[src/rtl/fetch_unit.sv]
// rtl/fetch_unit.sv - MIPS instruction-fetch stage: PC, imem req/ack fetch, next-PC on retire
module fetch_unit #(
    parameter logic [31:0] RESET_PC   = 32'h0040_0000,
    parameter logic [31:0] EXC_VECTOR = 32'h8000_0180,
    parameter int unsigned MAX_WAIT   = 255
) (
    input  logic        clock,
    input  logic        reset,
    output logic [29:0] imem_addr,
    output logic        imem_req,
    input  logic        imem_ack,
    input  logic [31:0] imem_rdata,
    output logic [31:0] inst,
    output logic        inst_valid,
    output logic [31:0] inst_pc,
    input  logic        retire,
    input  logic [1:0]  control_type,
    input  logic        zero,
    input  logic [31:0] rs_data,
    input  logic        except,
    output logic [31:0] epc,
    output logic        bus_error,
    output logic [31:0] retire_count
);

    typedef enum logic [1:0] {
        IDLE  = 2'd0,
        REQ   = 2'd1,
        HOLD  = 2'd2,
        FAULT = 2'd3
    } state_t;

    // Wait-counter value during the last REQ cycle allowed before timing out.
    localparam logic [31:0] WAIT_LAST = 32'(MAX_WAIT - 1);

    state_t      state;
    state_t      state_next;
    logic [31:0] pc;
    logic [31:0] wait_cnt;

    logic [31:0] pc4;
    logic [31:0] branch_off;
    logic        branch_taken;
    logic [31:0] pc_next;

    assign imem_addr = pc[31:2];

    // State register; reset returns to IDLE at once, regardless of the clock.
    always_ff @(posedge clock or negedge reset) begin
        if (!reset) begin
            state <= IDLE;
        end else begin
            state <= state_next;
        end
    end

    // Next-state decode; handshake outputs depend on the registered state only.
    always_comb begin
        state_next = state;
        imem_req   = 1'b0;
        inst_valid = 1'b0;
        bus_error  = 1'b0;
        case (state)
            IDLE: begin
                state_next = REQ;
            end
            REQ: begin
                imem_req = 1'b1;
                if (imem_ack) begin
                    state_next = HOLD;
                end else if (wait_cnt == WAIT_LAST) begin
                    state_next = FAULT;
                end
            end
            HOLD: begin
                inst_valid = 1'b1;
                if (retire) begin
                    state_next = REQ;
                end
            end
            FAULT: begin
                bus_error = 1'b1;
            end
            default: begin
                state_next = IDLE;
            end
        endcase
    end

    // Next-PC selection for the instruction being retired; exceptions override everything.
    always_comb begin
        pc4          = inst_pc + 32'd4;
        branch_off   = {{14{inst[15]}}, inst[15:0], 2'b00};
        branch_taken = ((inst[31:26] == 6'h04) && zero) ||
                       ((inst[31:26] == 6'h05) && !zero);
        pc_next      = pc4;
        if (except) begin
            pc_next = EXC_VECTOR;
        end else begin
            case (control_type)
                2'b00: pc_next = pc4;
                2'b01: pc_next = branch_taken ? (pc4 + branch_off) : pc4;
                2'b10: pc_next = {pc4[31:28], inst[25:0], 2'b00};
                2'b11: pc_next = rs_data & 32'hFFFF_FFFC;
                default: pc_next = pc4;
            endcase
        end
    end

    // Datapath: capture fetched words, count wait cycles, and commit PC/EPC/count on retire.
    always_ff @(posedge clock or negedge reset) begin
        if (!reset) begin
            pc           <= RESET_PC;
            inst         <= 32'd0;
            inst_pc      <= 32'd0;
            epc          <= 32'd0;
            retire_count <= 32'd0;
            wait_cnt     <= 32'd0;
        end else begin
            case (state)
                REQ: begin
                    if (imem_ack) begin
                        inst     <= imem_rdata;
                        inst_pc  <= pc;
                        wait_cnt <= 32'd0;
                    end else begin
                        wait_cnt <= wait_cnt + 32'd1;
                    end
                end
                HOLD: begin
                    if (retire) begin
                        pc           <= pc_next;
                        retire_count <= retire_count + 32'd1;
                        if (except) begin
                            epc <= inst_pc;
                        end
                    end
                end
                default: begin
                end
            endcase
        end
    end

endmodule

[config.mk]
export PLATFORM = sky130hd
export DESIGN_NAME = fetch_unit
export DESIGN_NICKNAME = d
export VERILOG_FILES = /design/src/rtl/fetch_unit.sv
export SDC_FILE = /design/constraint.sdc
export NUM_CORES = 1
export LEC_CHECK = 0
export ABC_AREA = 1
export BUFFER_PORTS_ARGS = -buffer_cell sky130_fd_sc_hd__buf_2
export CAP_MARGIN = 25
export CORE_ASPECT_RATIO = 0.75
export CORE_MARGIN = 4
export CORE_UTILIZATION = 26
export CTS_CLUSTER_DIAMETER = 50
export CTS_CLUSTER_SIZE = 16
export DETAILED_ROUTE_END_ITERATION = 6
export HOLD_SLACK_MARGIN = 0.03
export PLACE_DENSITY_LB_ADDON = 0.12
export RECOVER_POWER = 25
export SLEW_MARGIN = 25
export SYNTH_ARGS = -nofsm -noshare
export SYNTH_HDL_FRONTEND = slang
export SYNTH_SLANG_ARGS = --single-unit
[constraint.sdc]
create_clock -name clock -period 2.62 [get_ports clock]
set_input_delay 0.524 -clock clock [delete_from_list [all_inputs] [get_ports clock]]
set_output_delay 0.524 -clock clock [all_outputs]
set_load 0.01 [all_outputs]
==> qor.txt, run 1 <==
status: complete, but fails checks
failing checks: capacitance limit, slew limit, setup timing
IO Count: 233
CTS tree: done
layout cells sized above 1: 40.90%
Cells after Synth: 1746
final hold violations: 0
Fillers: 4964
antenna viol nets, final: 0
DRC violations left: 0
worst-skew pair later-pin latency: 0.47 ns
initial antenna violation count: 0
top-area cell type share of the netlist area: 38.95%
R2R setup slack: -0.25 ns
Syn Area/Cell: 7.102 um^2
die extent in x: 260.2 um
unrepaired setup endpoints after global routing: true
Crit Path Class: reg -> reg
fin crit period: 2.874 ns
total vias in the final route: 13070
area leader, netlist: dfrtp_1
1st-pass router iterations: 5
H-tree levels: 4
routability congestion estimate from global placement: 0.9132
Hold Path Class: in -> reg
Initial Util: 26.26%
Worst Path Max Fanout: 5
Worst-Margin Slew: 1.890 ns
Final period util: 109.7%
sequential area share after synthesis: 39.16%
nets@finish: 2313
Worst-path clk slew: 0.08 ns
crit end category: register
pin count of the biggest net entering global routing: 93
DIE AREA: 0.05129 mm^2
Place WS: -0.6935 ns
grt met2 use: 30.80%
Port Buffers: 230
total CTS buffers: 17
GR peak layer: met1
M1 GR Usage: 31.16%
Worst EP arrival: 3.23 ns
clock root buffer master: clkbuf_16
Initial DRC Count: 900
number of global-route vias before repair: 13020
asr flop ratio synth: 100.0%
Finish-stage setup viols: 24
worst rel slew slack: -26.02%
P_leak: 9.428 nW
row count: 69
leading post-synthesis cells by cell area: dfrtp_1, nand2_1, inv_1
met3 Track Usage GR: 3.024%
CTS Sinks: 194
gr ovfl total: 0
clock tree buffer depth: 2
routed len/inst: 18.58 um
Routed WL: 53060 um
total track usage: 20.45%
first-pass GRT wire length: 79950 um
Req. time, crit path: 2.98 ns
Ys Warns: 0
Mapped Nets: 1857
Cell Pwr Density: 1044 mW/mm^2
Max Fclk: 347.9 MHz
final setup margin: -0.2541 ns
prevailing post-synth register cell: dfrtp_1
synthesized cell area: 0.01240 mm^2
Max-Cap Viols: 1
Max rail drop VDD: 0.0005528 V
startpoint types: register
core region area: 0.04722 mm^2
hold slack: 0.2544 ns
synthesized flop and latch total: 194
Hold Buf Count CTS: 0
Post-synth EDFFs: 0
max-slew violation count: 69
Layout area overhead: 50.29%
DR vias/cell: 4.578
synth unique cells: 50
die height: 197.1 um
skew final: 0.01726 ns
DP HPWL: 41680 um
## per-stage QoR
step	TNS (ns)	util [%]	cells	instance area (um^2)	power [mW]
floorplan	0	-	1746	12410	8.894
global placement	-12.67	33.35	2769	15750	13.53
detailed placement	-11.97	33.35	2769	15750	13.52
global route	-21.23	39.46	2854	18630	20.76
CTS	-4.313	37.68	2840	17790	18.30
finish	-4.366	39.46	2855	18640	19.46
## layout make-up
type,count,area [um^2],area share [%]
timing repair buffer,510,3408,18.29
antenna,1,2.502,0.01343
multi-input combinational,1278,8178,43.88
clock inverter,13,163.9,0.8795
inverter,201,764.5,4.102
clock buffer,19,452.9,2.430
tap,639,799.5,4.290
sequential,194,4867,26.12
## registers in the layout, summed over array words and instances (netlist names)
| name | flops |
|---|---|
| inst_pc | 32 |
| state | 2 |
| wait_cnt | 32 |
| retire_count | 32 |
| inst | 32 |
| pc | 32 |
| epc | 32 |
## where the power goes
group | switching, mW | internal, mW | total (mW) | leakage [nW]
logic | 6.48 | 5.25 | 11.7 | 6.60
clock network | 1.39 | 1.42 | 2.81 | 0.302
registers | 1.01 | 3.90 | 4.91 | 2.53
total | 8.89 | 10.6 | 19.5 | 9.43
## cells by family (layout without fill, tap and decap cells)
family / Yosys count / after routing / share of synthesized area [%]
xor+xnor: 63 / 63 / 4.450
compound gates: 226 / 226 / 9.767
fa+ha+maj: 39 / 39 / 3.996
buf+inv: 274 / 743 / 9.283
flops: 194 / 194 / 39.16
other cells: 0 / 1 / 0
mux: 7 / 7 / 0.6357
simple gates: 943 / 943 / 32.71
## routing by layer
layer,up-vias,wire length [um]
met3,36,2141
met4,0,760
met5,-,0
met1,6280,27140
met2,270,23010
li1,6483,-
## cells in the mapped netlist (8+ instances only)
cell type,n
dfrtp_1,193
ha_1,38
nand2_2,8
clkbuf_1,39
a21oi_1,74
nor3_1,34
buf_4,30
nor4_1,16
o21bai_1,9
nor2_1,134
o21ai_0,120
xor2_1,49
nand2_1,598
xnor2_1,14
inv_1,198
nand4_1,35
nand3_1,79
nor2_4,9
## repair_timing
| action | 4_1_cts | 5_1_grt |
|---|---|---|
| resized for setup | 277 | 194 |
| setup endpoints to repair | 25 | 25 |
| buffers inserted | 40 | 17 |
| pin swaps | 109 | 133 |
| hold endpoints to repair | 0 | 0 |
## worst paths after layout
kind / end / startpoint / cells after the start
min reg2reg: retire_count[31] / retire_count[31] / 1
max: pc[30] / inst_pc[2] / 23
max reg2reg: pc[30] / inst_pc[2] / 23
min in group asynchronous: wait_cnt[30] / reset / 1
max in group asynchronous: inst_pc[13] / reset / 2
min: inst[9] / imem_rdata[9] / 3
## cells in the final DEF (no fill, tap or decap), types with 38 or more instances in the layout
cell,n
nand2_2,76
xor2_1,38
o21ai_0,100
nand3_1,63
buf_4,242
nor2_1,84
buf_2,229
inv_1,165
dfrtp_1,184
nor2_4,44
nand2_1,495
a21oi_1,40
## critical path, cell delays in order, from the launching register on
cell     delay (ns)
dfrtp_2        0.47
nand3_4        0.12
nor2_4         0.13
nand2_4        0.08
nor3_4         0.15
buf_4          0.14
xor2_1         0.14
buf_4          0.16
ha_4           0.24
buf_6          0.14
nand2_8        0.07
inv_2          0.04
nand2_2        0.07
nand2_4        0.07
nand2_4        0.08
nand3_4        0.10
a21oi_2        0.16
nand2_1        0.07
nand2_1        0.06
nand3_1        0.06
nand2_1        0.08
nand2_1        0.05
nand2_1        0.06
nand2_1        0.04
(Power assumes the default switching activity.)
==> run 2, diff against run 1 <==
BUFFER_PORTS_ARGS = -buffer_cell sky130_fd_sc_hd__buf_4   (was -buffer_cell sky130_fd_sc_hd__buf_2)
==> run 2 against run 1 <==
  * The run ends with setup timing left
  * Largest power group unchanged
  * Global-route usage down 0.36 points
  * Highest routed layer unchanged
  * Critical endpoint is now pc[21]
  * Core utilization up 0.63 points
  * Routed wire length down 1.4%
  * Power about the same
==> qor.txt, run 2 (same netlist as run 1, synthesis figures left out) <==
fin crit period: 2.890 ns (+0.01559 ns)
gr ovfl total: 0 (unchanged)
DR vias/cell: 4.598 (+0.45%)
CTS Sinks: 194 (unchanged)
total track usage: 20.09% (-0.36 points)
Worst Path Max Fanout: 4 (-1)
Routed WL: 52320 um (-1.4%)
worst rel slew slack: 5.884% (+32 points)
die height: 197.1 um (unchanged)
routed wl met2: 22500 um (-2.2%)
worst-skew pair later-pin latency: 0.46 ns (about the same)
die extent in x: 260.2 um (unchanged)
row count: 69 (unchanged)
Final period util: 110.3% (+0.59 points)
startpoint types: register
Cell Pwr Density: 1028 mW/mm^2 (-1.5%)
wl on met1: 26240 um (-3.3%)
skew final: 0.01106 ns (-0.006206 ns)
layout cells sized above 1: 39.53% (-1.4 points)
number of global-route vias before repair: 12960 (-0.41%)
H-tree levels: 4 (unchanged)
Crit Path Class: reg -> reg
Max rail drop VDD: 0.0006623 V (+20%)
Finish-stage setup viols: 26 (+8.3%)
DIE AREA: 0.05129 mm^2 (unchanged)
unrepaired setup endpoints after global routing: true
final setup margin: -0.2696 ns (-0.01559 ns)
Worst-Margin Slew: 1.412 ns (-0.4786 ns)
Hold Path Class: in -> reg
Worst EP arrival: 3.24 ns (about the same)
IO Count: 233 (unchanged)
crit end category: register
Finished Core Util: 40.09% (+0.63 points)
pin count of the biggest net entering global routing: 93 (unchanged)
Layout area overhead: 52.68%
DRC violations left: 0 (unchanged)
routability congestion estimate from global placement: 0.9052 (-0.88%)
Max-Cap Viols: 0 (-1)
Max Fclk: 346.1 MHz (-0.54%)
Req. time, crit path: 2.97 ns (about the same)
routed len/inst: 18.51 um (-0.42%)
P_leak: 9.366 nW (-0.66%)
Fillers: 4880 (-1.7%)
Worst-path clk slew: 0.08 ns (about the same)
total vias in the final route: 13000 (-0.54%)
most frequent cells in the layout: nand2_1, buf_4, dfrtp_1
first-pass GRT wire length: 78680 um (-1.6%)
Ant. Diodes: 0 (-1)
Port Buffers: 230 (unchanged)
hold slack: 0.2590 ns (+0.004569 ns)
nets@finish: 2287 (-1.1%)
total CTS buffers: 17 (unchanged)
met3 WL: 2688 um (+26%)
initial antenna violation count: 1 (+1)
commonest non-fill, non-tap cell in the layout: nand2_1
core region area: 0.04722 mm^2 (unchanged)
Initial DRC Count: 951 (+5.7%)
clock root buffer master: clkbuf_16
clock tree buffer depth: 2 (unchanged)
final hold violations: 0 (unchanged)
CTS tree: done
1st-pass router iterations: 5 (unchanged)
uppermost routed layer: met4
status: complete, but fails checks
antenna viol nets, final: 0 (unchanged)
Initial Util: 26.26% (unchanged)
failing checks: setup timing
max-slew violation count: 0 (-100%)
DP HPWL: 40920 um (-1.8%)
-- run 2: cell count changes in the layout (fill, tap and decap cells not counted), moves of 4 or more --
| cell | before | now |
|---|---|---|
| buf_2 | 229 | 0 |
| buf_4 | 242 | 461 |
| buf_6 | 32 | 16 |
| a21oi_2 | 24 | 19 |
| inv_1 | 165 | 170 |
| inv_2 | 30 | 26 |
| nor2_1 | 84 | 88 |
| nor2_4 | 44 | 40 |
| o21ai_0 | 100 | 96 |
-- run 2: stage by stage --
step	setup TNS, ns	setup slack (ns)	std cells	total power [mW]	instance area [um^2]
2_1_floorplan	0	0.01624	1746	8.894	12410
3_3_place_gp	-12.80	-0.7180	2757	13.87	16210
3_5_place_dp	-11.91	-0.6950	2757	13.87	16210
4_1_cts	-4.555	-0.2719	2810	18.43	18150
5_1_grt	-8.954	-0.4633	2827	20.76	18930
6_report	-4.721	-0.2696	2827	19.47	18930
-- run 2: worst paths after layout --
path / startpoint / to / slack, ns / cells after the start
max: inst_pc[2] / pc[21] / -0.27 / 20
min: imem_rdata[31] / inst[31] / 0.26 / 3
max reg2reg: inst_pc[2] / pc[21] / -0.27 / 20
min reg2reg: retire_count[31] / retire_count[31] / 0.48 / 1
max in group asynchronous: reset / pc[22] / 0.54 / 3
min in group asynchronous: reset / state[1] / 0.93 / 2
-- run 2: critical path, stage by stage, from the launching register on --
cell      delay [ns]
dfrtp_2         0.43
ha_2            0.18
nand2_1         0.06
nor2_1          0.11
buf_4           0.16
nand3_4         0.13
xor2_4          0.34
ha_4            0.29
nand2_1         0.08
nand2_2         0.07
o21bai_4        0.18
nand2_1         0.08
nand2_2         0.09
inv_2           0.06
nand3_2         0.09
nand2_1         0.08
nand2_1         0.04
o21ai_1         0.13
nand2_1         0.07
nand2_1         0.05
nand2_1         0.05
-- run 2: repair_timing --
| item | in CTS | in global routing |
|---|---|---|
| hold endpoints to repair | 15 | 0 |
| endpoints found under the setup margin | 26 | 26 |
| setup buffers | 25 | 18 |
| pin swaps | 113 | 117 |
| hold buffers | 1 | 0 |
| resized for setup | 269 | 180 |
-- run 2: routing by layer --
metal,global-route usage (%),vias to the layer above
met5,0,-
met4,4.510,0
met3,3.332,41
met2,30.04,331
met1,30.37,6207
li1,-,6420
-- run 2: cell type report --
class,count,area (um^2),area share (%)
Clock buffer,18,429.2,2.267
Clock inverter,13,171.4,0.9054
Inverter,201,762.0,4.025
Multi-Input combinational cell,1278,8165,43.13
Sequential cell,194,4866,25.70
Tap cell,639,799.5,4.223
Timing Repair Buffer,484,3740,19.75
-- run 2: power breakdown --
group,total (mW),internal (mW),switching (mW)
Combinational,11.7,5.36,6.33
Sequential,4.97,3.90,1.07
Clock,2.81,1.44,1.36
